[config.mk]
export PLATFORM = sky130hd
export DESIGN_NAME = instruction_fetch
export DESIGN_NICKNAME = d
export VERILOG_FILES = /design/src/rtl/instruction_fetch_pkg.sv /design/src/rtl/fetch_buffer.sv /design/src/rtl/instruction_fetch.sv
export VERILOG_INCLUDE_DIRS = /design/src /design/src/rtl
export SDC_FILE = /design/constraint.sdc
export NUM_CORES = 1
export LEC_CHECK = 0
export BUFFER_PORTS_ARGS = -buffer_cell sky130_fd_sc_hd__buf_2
export CORE_MARGIN = 4
export CORE_UTILIZATION = 42
export DETAILED_ROUTE_END_ITERATION = 16
export PLACE_DENSITY_LB_ADDON = 0.08
export SYNTH_ARGS = -nofsm -noshare
export SYNTH_HDL_FRONTEND = slang
export SYNTH_SLANG_ARGS = --single-unit
export TNS_END_PERCENT = 100
[constraint.sdc]
create_clock -name clk -period 5.9 [get_ports clk]
set_input_delay 0 -clock clk [delete_from_list [all_inputs] [get_ports clk]]
set_output_delay 0 -clock clk [all_outputs]
set_load 0.03 [all_outputs]
[src/rtl/config.inc.v]
// Fetch-unit configuration: memory widths and FSM state codes.
// Shared by every file of the fetch unit.
`ifndef CONFIG_INC_V
`define CONFIG_INC_V

`define IMEM_ADDR_WIDTH 8
`define IMEM_DATA_WIDTH 32

`define FSM_BOOT  2'd0
`define FSM_RUN   2'd1
`define FSM_FLUSH 2'd2

`endif

[src/rtl/instruction_fetch_pkg.sv]
// Instruction fetch package: widths, state enum, buffer entry.
// Imported by instruction_fetch and fetch_buffer.
`include "config.inc.v"

package instruction_fetch_pkg;

  localparam int ADDR_W = `IMEM_ADDR_WIDTH;
  localparam int DATA_W = `IMEM_DATA_WIDTH;

  typedef logic [ADDR_W-1:0] addr_t;
  typedef logic [DATA_W-1:0] data_t;

  typedef enum logic [1:0] {
    BOOT  = `FSM_BOOT,
    RUN   = `FSM_RUN,
    FLUSH = `FSM_FLUSH
  } fetch_state_t;

  typedef struct packed {
    data_t instr;
    addr_t pc;
  } fetch_entry_t;

endpackage

[src/rtl/fetch_buffer.sv]
// Fetched-instruction FIFO with flush, push, pop and occupancy.
// Ports: clk, rst, flush, push/push_entry, pop, head, count.
`include "config.inc.v"

module fetch_buffer
  import instruction_fetch_pkg::*;
#(
  parameter int DEPTH = 2
) (
  input  logic                     clk,
  input  logic                     rst,
  input  logic                     flush,
  input  logic                     push,
  input  fetch_entry_t             push_entry,
  input  logic                     pop,
  output fetch_entry_t             head,
  output logic [$clog2(DEPTH):0]   count
);

  localparam int PW = $clog2(DEPTH);

  fetch_entry_t  mem [DEPTH];
  logic [PW-1:0] wr_ptr;
  logic [PW-1:0] rd_ptr;
  logic          do_push;
  logic          do_pop;
  logic          full;

  assign full    = (count == DEPTH[PW:0]);
  assign do_pop  = pop && (count != '0);
  assign do_push = push && (!full || do_pop);

  always_ff @(posedge clk) begin
    if (rst || flush) begin
      wr_ptr <= '0;
      rd_ptr <= '0;
      count  <= '0;
    end else begin
      if (do_push) wr_ptr <= wr_ptr + 1'b1;
      if (do_pop)  rd_ptr <= rd_ptr + 1'b1;
      unique case ({do_push, do_pop})
        2'b10:   count <= count + 1'b1;
        2'b01:   count <= count - 1'b1;
        default: count <= count;
      endcase
    end
  end

  always_ff @(posedge clk) begin
    if (do_push && !flush && !rst)
      mem[wr_ptr] <= push_entry;
  end

  // Empty buffer presents zeros so the outputs are defined.
  assign head = (count != '0) ? mem[rd_ptr] : '0;

endmodule

[src/rtl/instruction_fetch.sv]
// Instruction fetch: PC sequencing, redirect flush, imem requests.
// Ports: clk, rst, imem_req/addr/data, redirect, instr handshake.
`include "config.inc.v"

module instruction_fetch
  import instruction_fetch_pkg::*;
#(
  parameter addr_t RESET_PC  = '0,
  parameter int    BUF_DEPTH = 2
) (
  input  logic                        clk,
  input  logic                        rst,
  output logic                        imem_req,
  output logic [`IMEM_ADDR_WIDTH-1:0] imem_addr,
  input  logic [`IMEM_DATA_WIDTH-1:0] imem_data,
  input  logic                        redirect,
  input  logic [`IMEM_ADDR_WIDTH-1:0] redirect_addr,
  output logic                        instr_valid,
  input  logic                        instr_ready,
  output logic [`IMEM_DATA_WIDTH-1:0] instr,
  output logic [`IMEM_ADDR_WIDTH-1:0] instr_pc
);

  localparam int CW = $clog2(BUF_DEPTH) + 1;

  fetch_state_t  state;
  addr_t         pc;
  addr_t         inflight_pc;
  logic          inflight;
  logic          issue;
  logic          push;
  logic          pop;
  logic [CW-1:0] count;
  logic [CW:0]   demand;
  fetch_entry_t  head;
  fetch_entry_t  resp;

  assign instr_valid = (count != '0) && !rst;
  assign pop         = instr_valid && instr_ready;

  // Slots already claimed once this cycle's pop retires.
  assign demand = {1'b0, count}
                + {{CW{1'b0}}, inflight}
                - {{CW{1'b0}}, pop};

  assign issue = (state == RUN) && !redirect && !rst
              && (demand < BUF_DEPTH[CW:0]);

  // A redirect kills the response arriving this cycle.
  assign push = inflight && !redirect;

  assign resp      = '{instr: imem_data, pc: inflight_pc};
  assign imem_req  = issue;
  assign imem_addr = pc;

  always_ff @(posedge clk) begin
    if (rst) begin
      state       <= BOOT;
      pc          <= RESET_PC;
      inflight    <= 1'b0;
      inflight_pc <= '0;
    end else begin
      inflight <= issue;
      if (issue) inflight_pc <= pc;

      if (redirect)   pc <= redirect_addr;
      else if (issue) pc <= pc + addr_t'(1);

      unique case (state)
        BOOT:    state <= redirect ? FLUSH : RUN;
        RUN:     state <= redirect ? FLUSH : RUN;
        FLUSH:   state <= redirect ? FLUSH : RUN;
        default: state <= BOOT;
      endcase
    end
  end

  fetch_buffer #(
    .DEPTH(BUF_DEPTH)
  ) u_buf (
    .clk       (clk),
    .rst       (rst),
    .flush     (redirect),
    .push      (push),
    .push_entry(resp),
    .pop       (pop),
    .head      (head),
    .count     (count)
  );

  assign instr    = instr_valid ? head.instr : '0;
  assign instr_pc = instr_valid ? head.pc    : '0;

endmodule

==> reports/results.ini, run 1 <==
[drt]
first_pass_iters=4
drc=0
dr_wl_met2_microns=4020
route.final.wire_length_microns=8200
num_vias=2647
routedWlPerCell_microns=14.7
topRoutingLayerUsed=met4
met3_wirelength_microns=310
wl_met1_microns=3760
ant_nets=0
drt_iter0_markers=97
avgViaCountPerCell=4.76

[grt]
grtUsageTotal_pct=15.2
antenna_found_initial=0
grt_remaining_overflow=0
grt_pass1_vias=2779
grt_pass1_wl_microns=13600
grt_max_degree=44

[flow_run]
drv_cap=0

[synth]
syn_area_sq_mm=0.00414
ys_types=38
synth_top_area_cell=edfxtp_1
ys.flop_type=edfxtp_1
synth_area_leaders=edfxtp_1 58%, dfxtp_1 12%, mux2i_1 12%, nor2_1 5.5%, xor2_1 1.5%
synth-seq-area-share_pct=69.6
synth_nets=339
ys_seq_elements=104
synth-async-reset-ratio_pct=0
synth_edf_count=80
muxShareOfSynthArea_pct=11.6
synth_common_cells=80 x edfxtp_1, 61 x nor2_1, 48 x mux2i_1
synth_top_family_by_area=multiplexers
synth_compound_area_share_pct=2.96
yosysWarnings=0
yosysMostFrequentCell=edfxtp_1
synth_fa_ha_area_share_pct=1.39
synthXorXnorAreaFrac_pct=3.11
synthSimpleGateAreaFrac_pct=9.21
postSynthCellCount=291
avgSynthCellArea_sq_um=14.2
synth_top_area_share_pct=58.0

[pwr]
power_uw=1300
switching_power_uw=275
p_sw_share_pct=21.1
leakagePower_uw=0.00195
pwr-share-clk_pct=32.5
power_frac_seq_pct=61.5
ir_worst_vdd_uv=118
p_comb_share_pct=6.0
p_int_uw=1030
pwr_density_cell_mw_per_mm2=244

[floorplan]
rows=35
start_util_pct=44.0
die_w_microns=107
die_area_sq_mm=0.0115
ioPinCount=94
die_h_microns=107
core_area_sq_mm=0.00942

[sta]
tns_ns=0
whs_ns=0.0619
setup_viol=0
fin_crit_sh_pct=59.5
period_minus_slack_ns=3.51
hold_viol_final=0
timing.fmax_mhz=285
skew_ns=0.00728
rsz0062_at_grt=false
maxSlewHeadroom_pct=26.0
tightestPinTransition_ns=1.11
maxSlewViolCount=0

[setup_path]
worstSetupStartpoint=u_buf.count[1]
crit_family=compound AO/OA/AOI/OAI gates
path_cells=o21bai_4, nor2_1, ha_1, nand2b_1, fa_1, and3b_1, nand2_1, nor2_1, buf_2
r2r-start=u_buf.count[1]
end_kind=output pin
critPathMostFrequentCell=nor2_1
required_ns=5.90
path_class=flip-flop to output pin
crit_buf_inv=1
cp_data_arrival_time_ns=3.51
cpPeakStageDelay_ns=0.90
path_max_fanout=43
crit_slowest_cell=o21bai_4
start_kind=flip-flop

[place]
portBuffers=93
hpwl_microns=4950
place_congestion=0.718

[finish]
fin_util_pct=56.6
fin_nets=471
antennaDiodeCount=0
drive_gt1_share_pct=28.3
syn_to_final_growth_pct=28.7
nFillCells=841

[clock_network]
clk_latency_ns=0.35
cts_setup_buffers=0
cts_buffers=9
cts_max_level=3
cts_tree=done
cts_sinks=104
clockBufferDepth=2
clockRootBuffer=clkbuf_8
clk_pin_slew_ns=0.09

[min_path]
hp-start=rst
hp-class=input port to flip-flop

[status]
status=complete, no violations

==> metrics by stage <==
| step | instances | instance area (sq um) | setup slack (ns) |
|---|---|---|---|
| final | 556 | 5330 | 2.39 |
| after detailed placement | 501 | 4740 | 2.37 |
| after global placement | 501 | 4740 | 2.45 |
| after global routing | 556 | 5330 | 2.02 |
| after CTS | 556 | 5330 | 2.28 |
| after floorplan | 291 | 4140 | 1.75 |
==> worst paths after layout <==
path,to,depth (start not counted),slack [ns]
max,imem_req,9,2.39
min,inflight_pc[7],2,0.06
max reg2reg,inflight_pc[3],9,2.44
min reg2reg,u_buf.mem[1][6],0,0.46
==> area by class of cell <==
type,count,area [sq um],share of cell area (%)
Multi-Input combinational cell,167,1190,22.4
Clock inverter,5,58.8,1.10
Sequential cell,104,2880,54.1
Tap cell,129,161,3.03
Clock buffer,10,128,2.39
Timing Repair Buffer,136,888,16.7
Inverter,5,18.8,0.352
==> power groups by stage <==
stage          sequential [uW]  combinational [uW]  clock [uW]
6_report                   801                77.8         423
5_1_grt                    803                86.3         463
4_1_cts                    801                78.4         436
3_5_place_dp               818                57.5           0
3_3_place_gp               818                56.0           0
2_1_floorplan              824                22.7           0
==> cell usage in the layout (no fill, tap or decap), types with 2 or more instances in the layout <==
cell and n:
a211oi_1 5, a21oi_1 5, buf_2 93, buf_4 3, clkbuf_8 9, clkinvlp_4 2, dfxtp_1 23, dlygate4sd3_1 40
edfxtp_1 80, ha_1 3, inv_1 3, inv_2 2, mux2i_1 48, nand2_1 3, nand3_1 4, nand4_1 3
nor2_1 61, o21bai_1 3, xnor2_1 4, xor2_1 7
==> registers in the layout, summed over array words and instances, names as in the netlist, named ones only <==
signal        count
state             2
u_buf.count       2
inflight          1
u_buf.mem        80
inflight_pc       8
u_buf.rd_ptr      1
u_buf.wr_ptr      1
imem_addr         8
==> cell families after synthesis <==
logic type,count (synthesis)
buffers and inverters,20
AND/OR/NAND/NOR,85
XOR/XNOR,13
adder cells (fa/ha/maj),4
flip-flops,104
multiplexers,48
AO/OA/AOI/OAI,17
==> per-layer routing <==
layer | vias to the layer above | global-route usage, %
li1 | 1311 | -
met1 | 1269 | 19.7
met2 | 58 | 25.7
met3 | 9 | 2.46
met4 | 0 | 5.75
met5 | - | 0
==> worst reg2reg max path, cell delays in order, from the launching register on <==
cell and delay (ns):
dfxtp_1 0.44, o21bai_4 0.90, nor2_1 0.09, ha_1 0.31, nand2b_1 0.16, fa_1 0.50, nand3b_1 0.16, nor3_4 0.49
mux2i_1 0.25, nor2_1 0.06
==> what timing repair did <==
| action | in CTS | in global routing |
|---|---|---|
| hold endpoints to repair | 72 | 0 |
| gates resized for setup | 0 | 0 |
| hold buffers | 40 | 0 |
(Power assumes the default switching activity.)
==> inputs of run 2 (changes only) <==
clock period = 3.4 ns   (was 5.9 ns; I/O delays follow)
==> run 2 against run 1 <==
Sequential share of layout area decreased by 0.32 points. Clock power increased by 70%. Register-to-register slack got worse by 1.7 ns. Clock-buffer cell count increased by 1. Routed wire length decreased by 2.8%. Critical endpoint unchanged. Largest cell class unchanged.
==> reports/results.ini, run 2 (synthesis gave the netlist of run 1 again) <==
[status]
status=complete, no violations  ; unchanged

[setup_path]
required_ns=3.40  ; was 5.90 ns
critPathMostFrequentCell=nor2_1  ; unchanged
cpPeakStageDelay_ns=0.58  ; was 0.90 ns
crit_slowest_cell=dfxtp_1  ; was o21bai_4
path_class=flip-flop to output pin  ; unchanged
worstSetupStartpoint=u_buf.count[1]  ; unchanged
path_cells=o21bai_4, nor2_1, ha_1, nand2b_1, fa_1, and3b_1, nand2_1, nor2_1, buf_2  ; unchanged
r2r-start=u_buf.count[1]  ; unchanged
reg2reg_depth=9  ; unchanged
path_max_fanout=7  ; was 43
end_kind=output pin  ; unchanged
start_kind=flip-flop  ; unchanged
cp_data_arrival_time_ns=2.74  ; was 3.51 ns

[grt]
grt_pass1_vias=2745  ; was 2779
grt_pass1_wl_microns=13100  ; was 13600 microns
antenna_found_initial=0  ; unchanged
grtUsageTotal_pct=14.5  ; was 15.2%
grt_max_degree=43  ; was 44
grt_remaining_overflow=0  ; unchanged

[clock_network]
clk_latency_ns=0.35  ; about the same
clockBufferDepth=2  ; unchanged
cts_tree=done  ; unchanged
cts_setup_buffers=0  ; unchanged
clk_pin_slew_ns=0.09  ; about the same
cts_max_level=3  ; unchanged
clockRootBuffer=clkbuf_8  ; unchanged
cts_sinks=104  ; unchanged
cts_buffers=9  ; unchanged

[drt]
routedWlPerCell_microns=14.3  ; was 14.7 microns
drc=0  ; unchanged
dr_wl_met2_microns=3890  ; was 4020 microns
avgViaCountPerCell=4.77  ; was 4.76
wl_met1_microns=3530  ; was 3760 microns
met3_wirelength_microns=458  ; was 310 microns
route.final.wire_length_microns=7970  ; was 8200 microns
topRoutingLayerUsed=met4  ; unchanged
num_vias=2666  ; was 2647
ant_nets=0  ; unchanged
first_pass_iters=4  ; unchanged
drt_iter0_markers=70  ; was 97

[finish]
fin_nets=473  ; was 471
drive_gt1_share_pct=28.8  ; was 28.3%
top_register=u_buf.mem  ; unchanged
final_common_cell=buf_2  ; unchanged
fin_util_pct=57.0  ; was 56.6%
antennaDiodeCount=0  ; unchanged
final_cell_mix=93 x buf_2, 80 x edfxtp_1, 61 x nor2_1  ; unchanged
final_cell_area_sq_mm=0.00536  ; was 0.00533 sq mm
largest_register_ffs=80  ; unchanged
nFillCells=789  ; was 841
syn_to_final_growth_pct=29.5  ; was 28.7%
multi_input_area_sq_mm=0.00120  ; was 0.00119 sq mm
sequential_cell_area_sq_mm=0.00288  ; unchanged

[floorplan]
die_area_sq_mm=0.0115  ; unchanged
rows=35  ; unchanged
ioPinCount=94  ; unchanged
die_w_microns=107  ; unchanged
start_util_pct=44.0  ; unchanged
die_h_microns=107  ; unchanged
core_area_sq_mm=0.00942  ; unchanged

[place]
dpl_cell_area_sq_mm=0.00477  ; was 0.00474 sq mm
hpwl_microns=4990  ; was 4950 microns
place_congestion=0.703  ; was 0.718
portBuffers=93  ; unchanged
post-place-ws_ns=0.704  ; was 2.37 ns

[sta]
worst_slack_ns=0.661  ; was 2.39 ns
period_minus_slack_ns=2.74
skew_ns=0.00799  ; was 0.00728 ns
whs_ns=0.0710  ; was 0.0619 ns
rsz0062_at_grt=false  ; unchanged
fin_crit_sh_pct=80.6
setup_viol=0  ; unchanged
timing.fmax_mhz=365
tns_ns=0  ; unchanged
maxSlewViolCount=0  ; unchanged
tightestPinTransition_ns=0.636  ; was 1.11 ns
maxSlewHeadroom_pct=57.5  ; was 26.0%
hold_viol_final=0  ; unchanged

[pwr]
leakagePower_uw=0.00197  ; was 0.00195 uW
ir_worst_vdd_uv=214  ; was 118 uV
pwr_density_cell_mw_per_mm2=419  ; was 244 mW/mm^2

[min_path]
hp-start=rst  ; unchanged
hp-class=input port to flip-flop  ; unchanged
hold_path_depth=2  ; unchanged

[flow_run]
drv_cap=0  ; unchanged

==> run 2: power by group <==
part	switching [uW]	internal, uW	leakage [uW]
logic	64.7	70.2	0.000986
clock network	407	312	0.0000980
registers	15.1	1380	0.000891
==> run 2: layout make-up <==
class	count	share of cell area (%)
flip-flops and latches	104	53.8
clock buffers	11	2.82
well taps	129	3.01
inverters	5	0.350
clock inverters	5	0.723
multi-input cells	167	22.5
repair buffers	138	16.8
==> run 2: final timing paths <==
path | to | slack (ns)
setup / recovery | imem_req | 0.66
hold / removal | inflight_pc[7] | 0.07
setup reg to reg | inflight_pc[1] | 0.70
hold reg to reg | u_buf.mem[0][1] | 0.47
==> run 2: metrics by stage <==
stage | std cells | total power, uW
2_1_floorplan | 291 | 1470
3_3_place_gp | 503 | 1520
3_5_place_dp | 503 | 1520
4_1_cts | 559 | 2270
5_1_grt | 559 | 2340
6_report | 559 | 2240
==> run 2: repair_timing <==
action / 4_1_cts / 5_1_grt
setup endpoints to repair: 0 / 0
hold buffers: 40 / 0
hold endpoints to repair: 72 / 0
gates resized for setup: 0 / 0
==> run 2: critical path, delay by kind of cell (launching register included) <==
| family | cells | cell delay (ns) |
|---|---|---|
| AND/OR/NAND/NOR | 5 | 0.82 |
| AO/OA/AOI/OAI | 1 | 0.08 |
| flip-flops | 1 | 0.58 |
| adder cells (fa/ha/maj) | 2 | 0.71 |
| buffers and inverters | 1 | 0.20 |
==> run 2: metal layers <==
layer  vias up  global-route usage [%]
met2        74                    24.8
met3         9                    3.30
met5         -                       0
li1       1320                       -
met4         0                    3.84
met1      1263                    18.7
